File: config.mk
export PLATFORM = sky130hd
export DESIGN_NAME = chacha20_keystream_ctrl_flat
export DESIGN_NICKNAME = d
export VERILOG_FILES = /design/src/rtl/chacha20_keystream_ctrl_if.sv /design/src/rtl/chacha20_keystream_ctrl.sv /design/src/flat_wrapper.sv
export SDC_FILE = /design/constraint.sdc
export NUM_CORES = 1
export LEC_CHECK = 0
export CORE_AREA = 8 8 250 252
export CTS_BUF_LIST = sky130_fd_sc_hd__clkbuf_16
export DETAILED_ROUTE_END_ITERATION = 16
export DIE_AREA = 0 0 258 260
export PLACE_DENSITY = 0.73
export SYNTH_ARGS = -nofsm -noshare
export SYNTH_HDL_FRONTEND = slang
export SYNTH_SLANG_ARGS = --single-unit
export TNS_END_PERCENT = 20
File: constraint.sdc
create_clock -name s_axi_aclk -period 26.6 [get_ports s_axi_aclk]
set_input_delay 5.32 -clock s_axi_aclk [delete_from_list [all_inputs] [get_ports s_axi_aclk]]
set_output_delay 5.32 -clock s_axi_aclk [all_outputs]
set_load 0.02 [all_outputs]
File: src/rtl/chacha20_keystream_ctrl_if.sv
`default_nettype none
// ============================================================================
// Module   : chacha20_keystream_ctrl_if
// Brief    : Core request/response and keystream word stream bundle.
// Revision : 1.0
// ============================================================================
interface chacha20_keystream_ctrl_if #(
    parameter int C_CNT_WIDTH = 32
);
    logic                   o_core_req;
    logic [C_CNT_WIDTH-1:0] o_core_counter;
    logic                   i_core_busy;
    logic [511:0]           i_core_keystream;
    logic                   i_core_valid;

    logic                   o_ks_tvalid;
    logic                   i_ks_tready;
    logic [31:0]            o_ks_tdata;
    logic                   o_ks_sof;

    modport master (
        output o_core_req, o_core_counter,
        input  i_core_busy, i_core_keystream, i_core_valid,
        output o_ks_tvalid, o_ks_tdata, o_ks_sof,
        input  i_ks_tready
    );

    modport slave (
        input  o_core_req, o_core_counter,
        output i_core_busy, i_core_keystream, i_core_valid,
        input  o_ks_tvalid, o_ks_tdata, o_ks_sof,
        output i_ks_tready
    );
endinterface
`default_nettype wire

File: src/rtl/chacha20_keystream_ctrl.sv
`default_nettype none
// ============================================================================
// Module   : chacha20_keystream_ctrl
// Brief    : Requests chacha20 blocks and serialises them into 32-bit words.
//            CHACHA20_KS_PREFETCH_EN selects a two-slot ping-pong buffer.
// Revision : 1.0
// ============================================================================
module chacha20_keystream_ctrl #(
    parameter int C_TIMEOUT_CYCLES = 255,
    parameter int C_CNT_WIDTH      = 32
) (
    input  wire logic                   s_axi_aclk,
    input  wire logic                   s_axi_aresetn,
    input  wire logic                   i_enable,
    input  wire logic                   i_key_reload,
    input  wire logic [C_CNT_WIDTH-1:0] i_counter_init,
    chacha20_keystream_ctrl_if.master   bus,
    output logic      [C_CNT_WIDTH-1:0] o_block_counter,
    output logic      [1:0]             o_status
);

`ifdef CHACHA20_KS_PREFETCH_EN
    localparam int C_NSLOT = 2;
`else
    localparam int C_NSLOT = 1;
`endif

    typedef enum logic [1:0] {
        S_IDLE    = 2'd0,
        S_REQ     = 2'd1,
        S_WAIT    = 2'd2,
        S_DISCARD = 2'd3
    } state_t;

    state_t                 state_q;
    logic                   req_q;
    logic [C_CNT_WIDTH-1:0] core_cnt_q;
    logic [C_CNT_WIDTH-1:0] blk_cnt_q;
    logic [1:0]             status_q;
    logic [15:0]            tmo_q;
    logic [C_NSLOT-1:0]     full_q;
    logic                   wr_ptr_q;
    logic                   rd_ptr_q;
    logic [3:0]             word_q;
    logic [511:0]           slot_q [C_NSLOT];

    logic                   w_tvalid;
    logic                   w_hs;
    logic                   w_tmo_hit;
    logic                   w_start;
    logic                   w_capture;
    logic [511:0]           w_rd_block;

    assign w_tvalid   = full_q[rd_ptr_q];
    assign w_hs       = w_tvalid & bus.i_ks_tready;
    assign w_tmo_hit  = (tmo_q == 16'(C_TIMEOUT_CYCLES - 1));
    assign w_start    = i_enable & ~bus.i_core_busy & ~full_q[wr_ptr_q] & (status_q == 2'b00);
    assign w_capture  = (state_q == S_WAIT) & bus.i_core_valid & ~i_key_reload;
    assign w_rd_block = slot_q[rd_ptr_q];

    assign bus.o_core_req     = req_q;
    assign bus.o_core_counter = core_cnt_q;
    assign bus.o_ks_tvalid    = w_tvalid;
    assign bus.o_ks_tdata     = w_tvalid ? w_rd_block[{word_q, 5'd0} +: 32] : 32'd0;
    assign bus.o_ks_sof       = w_tvalid & (word_q == 4'd0);
    assign o_block_counter    = blk_cnt_q;
    assign o_status           = status_q;

    // Block storage carries no reset; its contents are only visible while a slot is full.
    always_ff @(posedge s_axi_aclk) begin
        if (w_capture) begin
            slot_q[wr_ptr_q] <= bus.i_core_keystream;
        end
    end

    always_ff @(posedge s_axi_aclk or negedge s_axi_aresetn) begin
        if (!s_axi_aresetn) begin
            state_q    <= S_IDLE;
            req_q      <= 1'b0;
            core_cnt_q <= '0;
            blk_cnt_q  <= '0;
            status_q   <= 2'b00;
            tmo_q      <= 16'd0;
            full_q     <= '0;
            wr_ptr_q   <= 1'b0;
            rd_ptr_q   <= 1'b0;
            word_q     <= 4'd0;
        end else if (i_key_reload) begin
            // A request already on the wire must have its response swallowed.
            state_q   <= (state_q == S_IDLE) ? S_IDLE : S_DISCARD;
            req_q     <= 1'b0;
            tmo_q     <= 16'd0;
            blk_cnt_q <= i_counter_init;
            status_q  <= 2'b00;
            full_q    <= '0;
            wr_ptr_q  <= 1'b0;
            rd_ptr_q  <= 1'b0;
            word_q    <= 4'd0;
        end else begin
            req_q <= 1'b0;
            case (state_q)
                S_IDLE: begin
                    if (w_start) begin
                        state_q    <= S_REQ;
                        req_q      <= 1'b1;
                        core_cnt_q <= blk_cnt_q;
                    end
                end
                S_REQ: begin
                    tmo_q   <= 16'd0;
                    state_q <= S_WAIT;
                end
                S_WAIT: begin
                    if (bus.i_core_valid) begin
                        full_q[wr_ptr_q] <= 1'b1;
                        if (C_NSLOT == 2) begin
                            wr_ptr_q <= ~wr_ptr_q;
                        end
                        blk_cnt_q <= blk_cnt_q + C_CNT_WIDTH'(1);
                        if (&blk_cnt_q) begin
                            status_q[1] <= 1'b1;
                        end
                        state_q <= S_IDLE;
                    end else if (w_tmo_hit) begin
                        status_q[0] <= 1'b1;
                        state_q     <= S_IDLE;
                    end else begin
                        tmo_q <= tmo_q + 16'd1;
                    end
                end
                S_DISCARD: begin
                    if (bus.i_core_valid || w_tmo_hit) begin
                        state_q <= S_IDLE;
                    end else begin
                        tmo_q <= tmo_q + 16'd1;
                    end
                end
                default: state_q <= S_IDLE;
            endcase

            // The read slot never equals the slot being filled, so both updates may coexist.
            if (w_hs) begin
                word_q <= word_q + 4'd1;
                if (word_q == 4'hF) begin
                    full_q[rd_ptr_q] <= 1'b0;
                    if (C_NSLOT == 2) begin
                        rd_ptr_q <= ~rd_ptr_q;
                    end
                end
            end
        end
    end

endmodule
`default_nettype wire

File: src/flat_wrapper.sv
// flat-port wrapper written by rule: the top's interface ports become plain ports
module chacha20_keystream_ctrl_flat 
#(
    parameter int C_TIMEOUT_CYCLES = 255,
    parameter int C_CNT_WIDTH      = 32
)
  (s_axi_aclk, s_axi_aresetn, i_enable, i_key_reload, i_counter_init, o_block_counter, o_status, bus_o_core_req, bus_o_core_counter, bus_i_core_busy, bus_i_core_keystream, bus_i_core_valid, bus_o_ks_tvalid, bus_o_ks_tdata, bus_o_ks_sof, bus_i_ks_tready);
  chacha20_keystream_ctrl_if #(.C_CNT_WIDTH(C_CNT_WIDTH)) bus_i ();
  input  wire logic s_axi_aclk;
  input  wire logic s_axi_aresetn;
  input  wire logic i_enable;
  input  wire logic i_key_reload;
  input  wire logic [C_CNT_WIDTH-1:0] i_counter_init;
  output logic      [C_CNT_WIDTH-1:0] o_block_counter;
  output logic      [1:0] o_status;
  output wire logic [$bits(bus_i.o_core_req)-1:0] bus_o_core_req;
  output wire logic [$bits(bus_i.o_core_counter)-1:0] bus_o_core_counter;
  input wire logic [$bits(bus_i.i_core_busy)-1:0] bus_i_core_busy;
  input wire logic [$bits(bus_i.i_core_keystream)-1:0] bus_i_core_keystream;
  input wire logic [$bits(bus_i.i_core_valid)-1:0] bus_i_core_valid;
  output wire logic [$bits(bus_i.o_ks_tvalid)-1:0] bus_o_ks_tvalid;
  output wire logic [$bits(bus_i.o_ks_tdata)-1:0] bus_o_ks_tdata;
  output wire logic [$bits(bus_i.o_ks_sof)-1:0] bus_o_ks_sof;
  input wire logic [$bits(bus_i.i_ks_tready)-1:0] bus_i_ks_tready;
  assign bus_o_core_req = bus_i.o_core_req;
  assign bus_o_core_counter = bus_i.o_core_counter;
  assign bus_i.i_core_busy = bus_i_core_busy;
  assign bus_i.i_core_keystream = bus_i_core_keystream;
  assign bus_i.i_core_valid = bus_i_core_valid;
  assign bus_o_ks_tvalid = bus_i.o_ks_tvalid;
  assign bus_o_ks_tdata = bus_i.o_ks_tdata;
  assign bus_o_ks_sof = bus_i.o_ks_sof;
  assign bus_i.i_ks_tready = bus_i_ks_tready;
  chacha20_keystream_ctrl #(.C_TIMEOUT_CYCLES(C_TIMEOUT_CYCLES), .C_CNT_WIDTH(C_CNT_WIDTH)) u_core (.s_axi_aclk(s_axi_aclk), .s_axi_aresetn(s_axi_aresetn), .i_enable(i_enable), .i_key_reload(i_key_reload), .i_counter_init(i_counter_init), .bus(bus_i), .o_block_counter(o_block_counter), .o_status(o_status));
endmodule
==> impl_metrics.tcl, run 1 <==
set metrics [dict create \
    die-area_mm2 0.0671 \
    synth_compound_area_share_pct 2.08 \
    synthesis.area_mm2 0.0240 \
    globalRouteTotalUtil_pct 20.7 \
    pin_count 652 \
    setup_viol 0 \
    area_growth_pct 39.5 \
    cp_cell_sequence "buf_4 -> buf_4 -> mux4_2 -> mux4_2 -> and2_1 -> clkdlybuf4s50_1" \
    rsz0062_at_grt "no" \
    synth_top_family_by_area "multiplexers" \
    synthDistinctLibCells 58 \
    required_ns 21.28 \
    grt_overflow 0 \
    tns_ns 0 \
    endpoint_kind "output port" \
    yosysWarningCount 0 \
    io_buffers 651 \
    fin_util_pct 57.2 \
    final_common_cell "clkdlybuf4s50_1" \
    grt_pass1_vias 15500 \
    crit_type "flip-flop to output port" \
    outcome "completed" \
    fin_hold_ws_ns 0.502 \
    max-slew-margin-rel_pct 20.0 \
    syn_avg_cell_area_um2 20.1 \
    die_h_um 260 \
    hpwl_mm 52.4 \
    finalCriticalPeriod_ns 9.80 \
    num_rows 89 \
    ff2ff_path_depth 7 \
    place_area_mm2 0.0313 \
    ant_nets 0 \
    drt_iter0_markers 1098 \
    slew_violations 0 \
    core_mm2 0.0585 \
    synthSimpleGateAreaFrac_pct 4.30 \
    worstMarginPinSlew_ns 1.20 \
    power_w 0.00250 \
    synth_seq_cells 602 \
    post_cts_buffers 0 \
    vdd_ir_drop_max_v 0.0000568 \
    cts_resized 0 \
    synth_fp_nets 1753 \
    firstDrtPassIters 6 \
    grt_max_degree 201 \
    cts_tree "yes" \
    gp_congestion 0.836 \
    skew_ns 0.0180 \
    period_share_pct 36.9 \
    h-tree-depth 3 \
    clock_path_buffers 3 \
    clk_pin_slew_worst_paths_ns 0.06 \
    critPathMaxStageDelay_ns 0.75 \
    min_path_cells 1 \
    crit_slowest_cell "dfrtp_4" \
    p_leak_nw 11.1 \
    cts_root_buffer "clkbuf_16" \
    numClockSinks 602 \
    fin_area_mm2 0.0334 \
    layout_common_cells "clkdlybuf4s50_1 (649), edfxtp_1 (512), mux4_2 (160), dfrtp_1 (85), clkbuf_16 (66)" \
    max_freq_mhz 102 \
    async_reset_ff_share_pct 15.0 \
    power.density_mw_per_mm2 74.9 \
    drive_gt1_share_pct 16.2 \
    synthMuxAreaShare_pct 16.7 \
    antenna_found_initial 25 \
    fin_nets 2427 \
    drv_cap 0 \
    via_per_inst 5.29 \
    synthFlopType "edfxtp_1" \
    cts-buffers-inserted 66 \
    grt_pass1_wl_mm 102 \
    ctsHoldBuffers 0 \
    vias 14300 \
    finalHoldViolCount 0 \
    fillers 4425 \
    crit_fanout 31 \
    synthCells 1193 \
    routed_wl_mm 71.2 \
    synthXorXnorAreaFrac_pct 1.32 \
    arrival_ns 4.48 \
    ys_seq_area_share_pct 73.6 \
    clk_latency_ns 0.59 \
    wire_per_inst_um 26.3 \
    die_width_um 258 \
    startpoint_type "flip-flop" \
    hold_path_class "flip-flop to flip-flop" \
    synth-adder-area-share_pct 0.470 \
    initial_core_util_pct 41.0 \
    drc 0 \
    synth_edf_count 512 \
]
## kinds of logic (layout without fill, tap and decap cells)
family | after synthesis | count (layout)
flip-flops | 602 | 602
other | 0 | 16
buffers and inverters | 73 | 799
XOR/XNOR | 36 | 36
AO/OA/AOI/OAI | 78 | 78
multiplexers | 196 | 196
adder cells (fa/ha/maj) | 9 | 9
AND/OR/NAND/NOR | 199 | 199
## flip-flops by register name, summed over array words and instances, names as in the netlist
register,count
u_core.word_q,4
u_core.full_q,1
u_core.bus.o_core_counter,32
u_core.slot_q,512
u_core.o_block_counter,32
u_core.tmo_q,16
u_core.state_q,2
u_core.o_status,2
u_core.bus.o_core_req,1
## report_power, final
group | total (W) | leakage, nW | switching [W] | internal, W
Sequential | 0.00119 | 5.80 | 0.0000481 | 0.00115
Combinational | 0.000422 | 4.23 | 0.000195 | 0.000227
Clock | 0.000889 | 1.10 | 0.000381 | 0.000508
Total | 0.00250 | 11.1 | 0.000624 | 0.00188
## Yosys cell counts, types with 4 or more instances
| library cell | instances | area [um2] |
|---|---|---|
| edfxtp_1 | 512 | 15400 |
| mux2_2 | 35 | 394 |
| and4_1 | 5 | 43.8 |
| buf_1 | 6 | 22.5 |
| xor2_1 | 10 | 87.6 |
| dfrtp_1 | 90 | 2250 |
| nand2_1 | 58 | 218 |
| clkbuf_1 | 31 | 116 |
| nand3_1 | 19 | 95.1 |
| a21oi_1 | 10 | 50.1 |
| nand4_1 | 10 | 62.6 |
| nor3_1 | 13 | 65.1 |
| o21ai_0 | 27 | 135 |
| buf_6 | 11 | 124 |
| inv_1 | 13 | 48.8 |
| o21ai_1 | 9 | 45.0 |
| o31ai_1 | 4 | 30.0 |
| buf_2 | 10 | 50.1 |
| nor2_1 | 26 | 97.6 |
| and3_1 | 8 | 50.1 |
| nor4_1 | 6 | 37.5 |
| xnor2_1 | 26 | 228 |
| and2_1 | 38 | 238 |
| mux4_2 | 160 | 3600 |
| ha_1 | 9 | 113 |
## worst max-delay path: cells and delay by family, from the launching register on
family / cells / cell delay, ns
AND/OR/NAND/NOR: 1 / 0.19
multiplexers: 2 / 1.10
flip-flops: 1 / 0.75
buffers and inverters: 3 / 1.76
## per-layer routing
metal / track usage [%] / up-vias / wire length, um
li1: - / 6215 / -
met1: 24.5 / 7287 / 26700
met2: 35.6 / 695 / 36500
met3: 6.75 / 114 / 6140
met4: 6.53 / 18 / 1700
met5: 0 / - / 111
## final cells by class
class	count	area, um2	share of cell area (%)
Sequential cell	602	17600	52.8
Timing Repair Buffer	666	6630	19.8
Multi-Input combinational cell	518	5990	17.9
Clock buffer	66	1650	4.94
Tap cell	773	967	2.89
Clock inverter	54	454	1.36
Inverter	13	48.8	0.146
Antenna cell	16	40.0	0.120
## final timing paths
path / start / to / slack (ns)
setup reg to reg: u_core.state_q[0] / u_core.slot_q[0][368] / 21.86
hold / removal: u_core.bus.o_core_counter[20] / u_core.bus.o_core_counter[20] / 0.50
min in group asynchronous: s_axi_aresetn / u_core.o_block_counter[16] / 4.63
hold reg to reg: u_core.bus.o_core_counter[20] / u_core.bus.o_core_counter[20] / 0.50
max in group asynchronous: s_axi_aresetn / u_core.word_q[0] / 20.69
setup / recovery: u_core.word_q[0] / bus_o_ks_tdata[23] / 16.80
## per-stage QoR
| stage | setup slack, ns | cells |
|---|---|---|
| after CTS | 16.62 | 2692 |
| final | 16.80 | 2708 |
| after detailed placement | 16.70 | 2572 |
| after global placement | 16.92 | 2572 |
| after global routing | 16.44 | 2704 |
| after floorplan | 6.88 | 1193 |
(Power assumes the default switching activity.)
==> inputs of run 2 (changes only) <==
--- a/config.mk
+++ b/config.mk
@@ -5,11 +5,11 @@
 export SDC_FILE = /design/constraint.sdc
 export NUM_CORES = 1
 export LEC_CHECK = 0
-export CORE_AREA = 8 8 250 252
+export CORE_AREA = 8 8 247 249
 export CTS_BUF_LIST = sky130_fd_sc_hd__clkbuf_16
 export DETAILED_ROUTE_END_ITERATION = 16
-export DIE_AREA = 0 0 258 260
-export PLACE_DENSITY = 0.73
+export DIE_AREA = 0 0 255 257
+export PLACE_DENSITY = 0.71
 export SYNTH_ARGS = -nofsm -noshare
 export SYNTH_HDL_FRONTEND = slang
 export SYNTH_SLANG_ARGS = --single-unit
==> constraint.sdc (replaced) <==
create_clock -name s_axi_aclk -period 9.6 [get_ports s_axi_aclk]
set_input_delay 1.92 -clock s_axi_aclk [delete_from_list [all_inputs] [get_ports s_axi_aclk]]
set_output_delay 1.92 -clock s_axi_aclk [all_outputs]
set_load 0.02 [all_outputs]
==> run 2 against run 1 <==
Against the previous run:
- final cell count is 0.41% lower
- sequential share of layout area barely moved
- power grew to 2.8 times the previous value
- register-to-register slack worse by 16 ns
- non-clock buffer count is 3 lower
- sequential power rose to 2.8 times the previous value
- first-iteration DRC count is 11% higher
- combinational power grew to 2.8 times the previous value
- clock skew decreased by 0.0029 ns
- worst hold slack gained 0.0028 ns
- clock power rose to 2.8 times the previous value
- critical path type unchanged
==> impl_metrics.tcl, run 2 (synthesis gave the netlist of run 1 again) <==
set metrics [dict create \
    die-area_mm2 0.0655 \
    ctsHoldBuffers 0 \
    endpoint_kind "output port" \
    rsz0062_at_grt "no" \
    via_per_inst 5.28 \
    power_frac_clock_pct 35.7 \
    p_comb_share_pct 16.8 \
    cp_cell_sequence "buf_4 -> mux4_2 -> mux4_2 -> and2_1 -> clkdlybuf4s50_1" \
    die_h_um 257 \
    grt_overflow 0 \
    ant_nets 0 \
    crit_fanout 68 \
    fin_hold_ws_ns 0.504 \
    power.density_mw_per_mm2 208 \
    max_freq_mhz 159 \
    final_common_cell "clkdlybuf4s50_1" \
    clock_path_buffers 3 \
    p_leak_nw 11.1 \
    finalHoldViolCount 0 \
    vdd_ir_drop_max_v 0.000159 \
    core_mm2 0.0570 \
    required_ns 7.68 \
    cts_tree "yes" \
    cts_resized 0 \
    vias 14300 \
    setup_viol 0 \
    outcome "completed" \
    area_growth_pct 39.5 \
    grt_pass1_wl_mm 104 \
    wire_per_inst_um 27.2 \
    hold_path_class "flip-flop to flip-flop" \
    max-slew-margin-rel_pct 26.6 \
    layout_common_cells "clkdlybuf4s50_1 (649), edfxtp_1 (512), mux4_2 (160), dfrtp_1 (85), clkbuf_16 (67)" \
    startpoint_type "flip-flop" \
    clk_pin_slew_worst_paths_ns 0.06 \
    power.internal_w 0.00523 \
    firstDrtPassIters 5 \
    path_buf_inv 2 \
    swShare_pct 24.9 \
    crit_slowest_cell "dfrtp_4" \
    fillers 4288 \
    largest_reg_flops 512 \
    critPathMaxStageDelay_ns 1.03 \
    antenna_found_initial 21 \
    slew_violations 0 \
    fin_area_mm2 0.0334 \
    crit_family "buffers and inverters" \
    io_buffers 651 \
    skew_ns 0.0151 \
    h-tree-depth 3 \
    drt_iter0_markers 1220 \
    drive_gt1_share_pct 16.3 \
    hpwl_mm 54.3 \
    seq_power_share_pct 47.5 \
    clk_latency_ns 0.59 \
    drv_cap 0 \
    grt_pass1_vias 15400 \
    period_share_pct 65.4 \
    p_switching_w 0.00173 \
    place_area_mm2 0.0313 \
    grt_max_degree 208 \
    numClockSinks 602 \
    routed_wl_mm 73.3 \
    gp_congestion 0.862 \
    fin_nets 2424 \
    worstMarginPinSlew_ns 1.10 \
    layoutNonFillerInstCount 2697 \
    post_cts_buffers 0 \
    pin_count 652 \
    globalRouteTotalUtil_pct 21.8 \
    crit_type "flip-flop to output port" \
    cts_root_buffer "clkbuf_16" \
    die_width_um 255 \
    crit_path_frequent_cell "mux4_2" \
    initial_core_util_pct 42.0 \
    finalCriticalPeriod_ns 6.27 \
    largest_register "u_core.slot_q" \
    arrival_ns 4.35 \
    drc 0 \
    place_inst 2561 \
    cts-buffers-inserted 66 \
    num_rows 88 \
]
==> run 2: changes by cell type in the layout (fill, tap and decap cells not counted), moves of 2 or more <==
| cell | before | now |
|---|---|---|
| clkinv_8 | 0 | 2 |
| buf_4 | 15 | 10 |
| buf_12 | 1 | 3 |
| clkinv_1 | 14 | 12 |
| inv_1 | 31 | 29 |
==> run 2: power by group through the flow <==
stage / logic (W) / registers [W] / clock network (W)
after global placement: 0.00116 / 0.00335 / 0
after floorplan: 0.000512 / 0.00347 / 0
final: 0.00117 / 0.00331 / 0.00249
after detailed placement: 0.00118 / 0.00336 / 0
after CTS: 0.00119 / 0.00331 / 0.00254
after global routing: 0.00124 / 0.00334 / 0.00264
==> run 2: path summary, 6_finish.rpt <==
check / startpoint / to / slack [ns] / cells after the start
worst max-delay path: u_core.word_q[1] / bus_o_ks_tdata[14] / 3.33 / 5
worst min-delay path: u_core.bus.o_core_counter[11] / u_core.bus.o_core_counter[11] / 0.50 / 1
worst max register to register: u_core.state_q[0] / u_core.slot_q[0][146] / 6.16 / 5
worst min register to register: u_core.bus.o_core_counter[11] / u_core.bus.o_core_counter[11] / 0.50 / 1
max in group asynchronous: s_axi_aresetn / u_core.word_q[1] / 7.12 / 2
min in group asynchronous: s_axi_aresetn / u_core.o_block_counter[30] / 1.25 / 1
==> run 2: routing by layer <==
metal  vias up  wire (um)  part of all wire, %  global-route usage (%)
li1       6218          -                    -                       -
met1      7249      27300                   37                    26.1
met2       669      37700                   52                    37.7
met3       100       6510                  8.9                    6.46
met4        14       1620                  2.2                    6.45
met5         -         84                 0.11                       0
==> run 2: final cells by class <==
type / count / area [um2] / share of cell area (%)
sequential: 602 / 17600 / 52.7
timing repair buffer: 663 / 6640 / 19.8
multi-input combinational: 518 / 5990 / 17.9
clock buffer: 67 / 1680 / 5.01
tap: 765 / 957 / 2.86
clock inverter: 54 / 458 / 1.37
inverter: 13 / 48.8 / 0.146
antenna: 15 / 37.5 / 0.112
==> run 2: metrics by stage <==
stage,TNS (ns),power (W),worst slack (ns),utilization (%)
6_report,0,0.00697,3.33,58.6
5_1_grt,0,0.00722,3.18,58.6
2_1_floorplan,-368.87,0.00398,-0.720,-
3_5_place_dp,0,0.00454,3.89,54.8
4_1_cts,0,0.00704,3.23,58.6
3_3_place_gp,0,0.00451,3.98,54.8
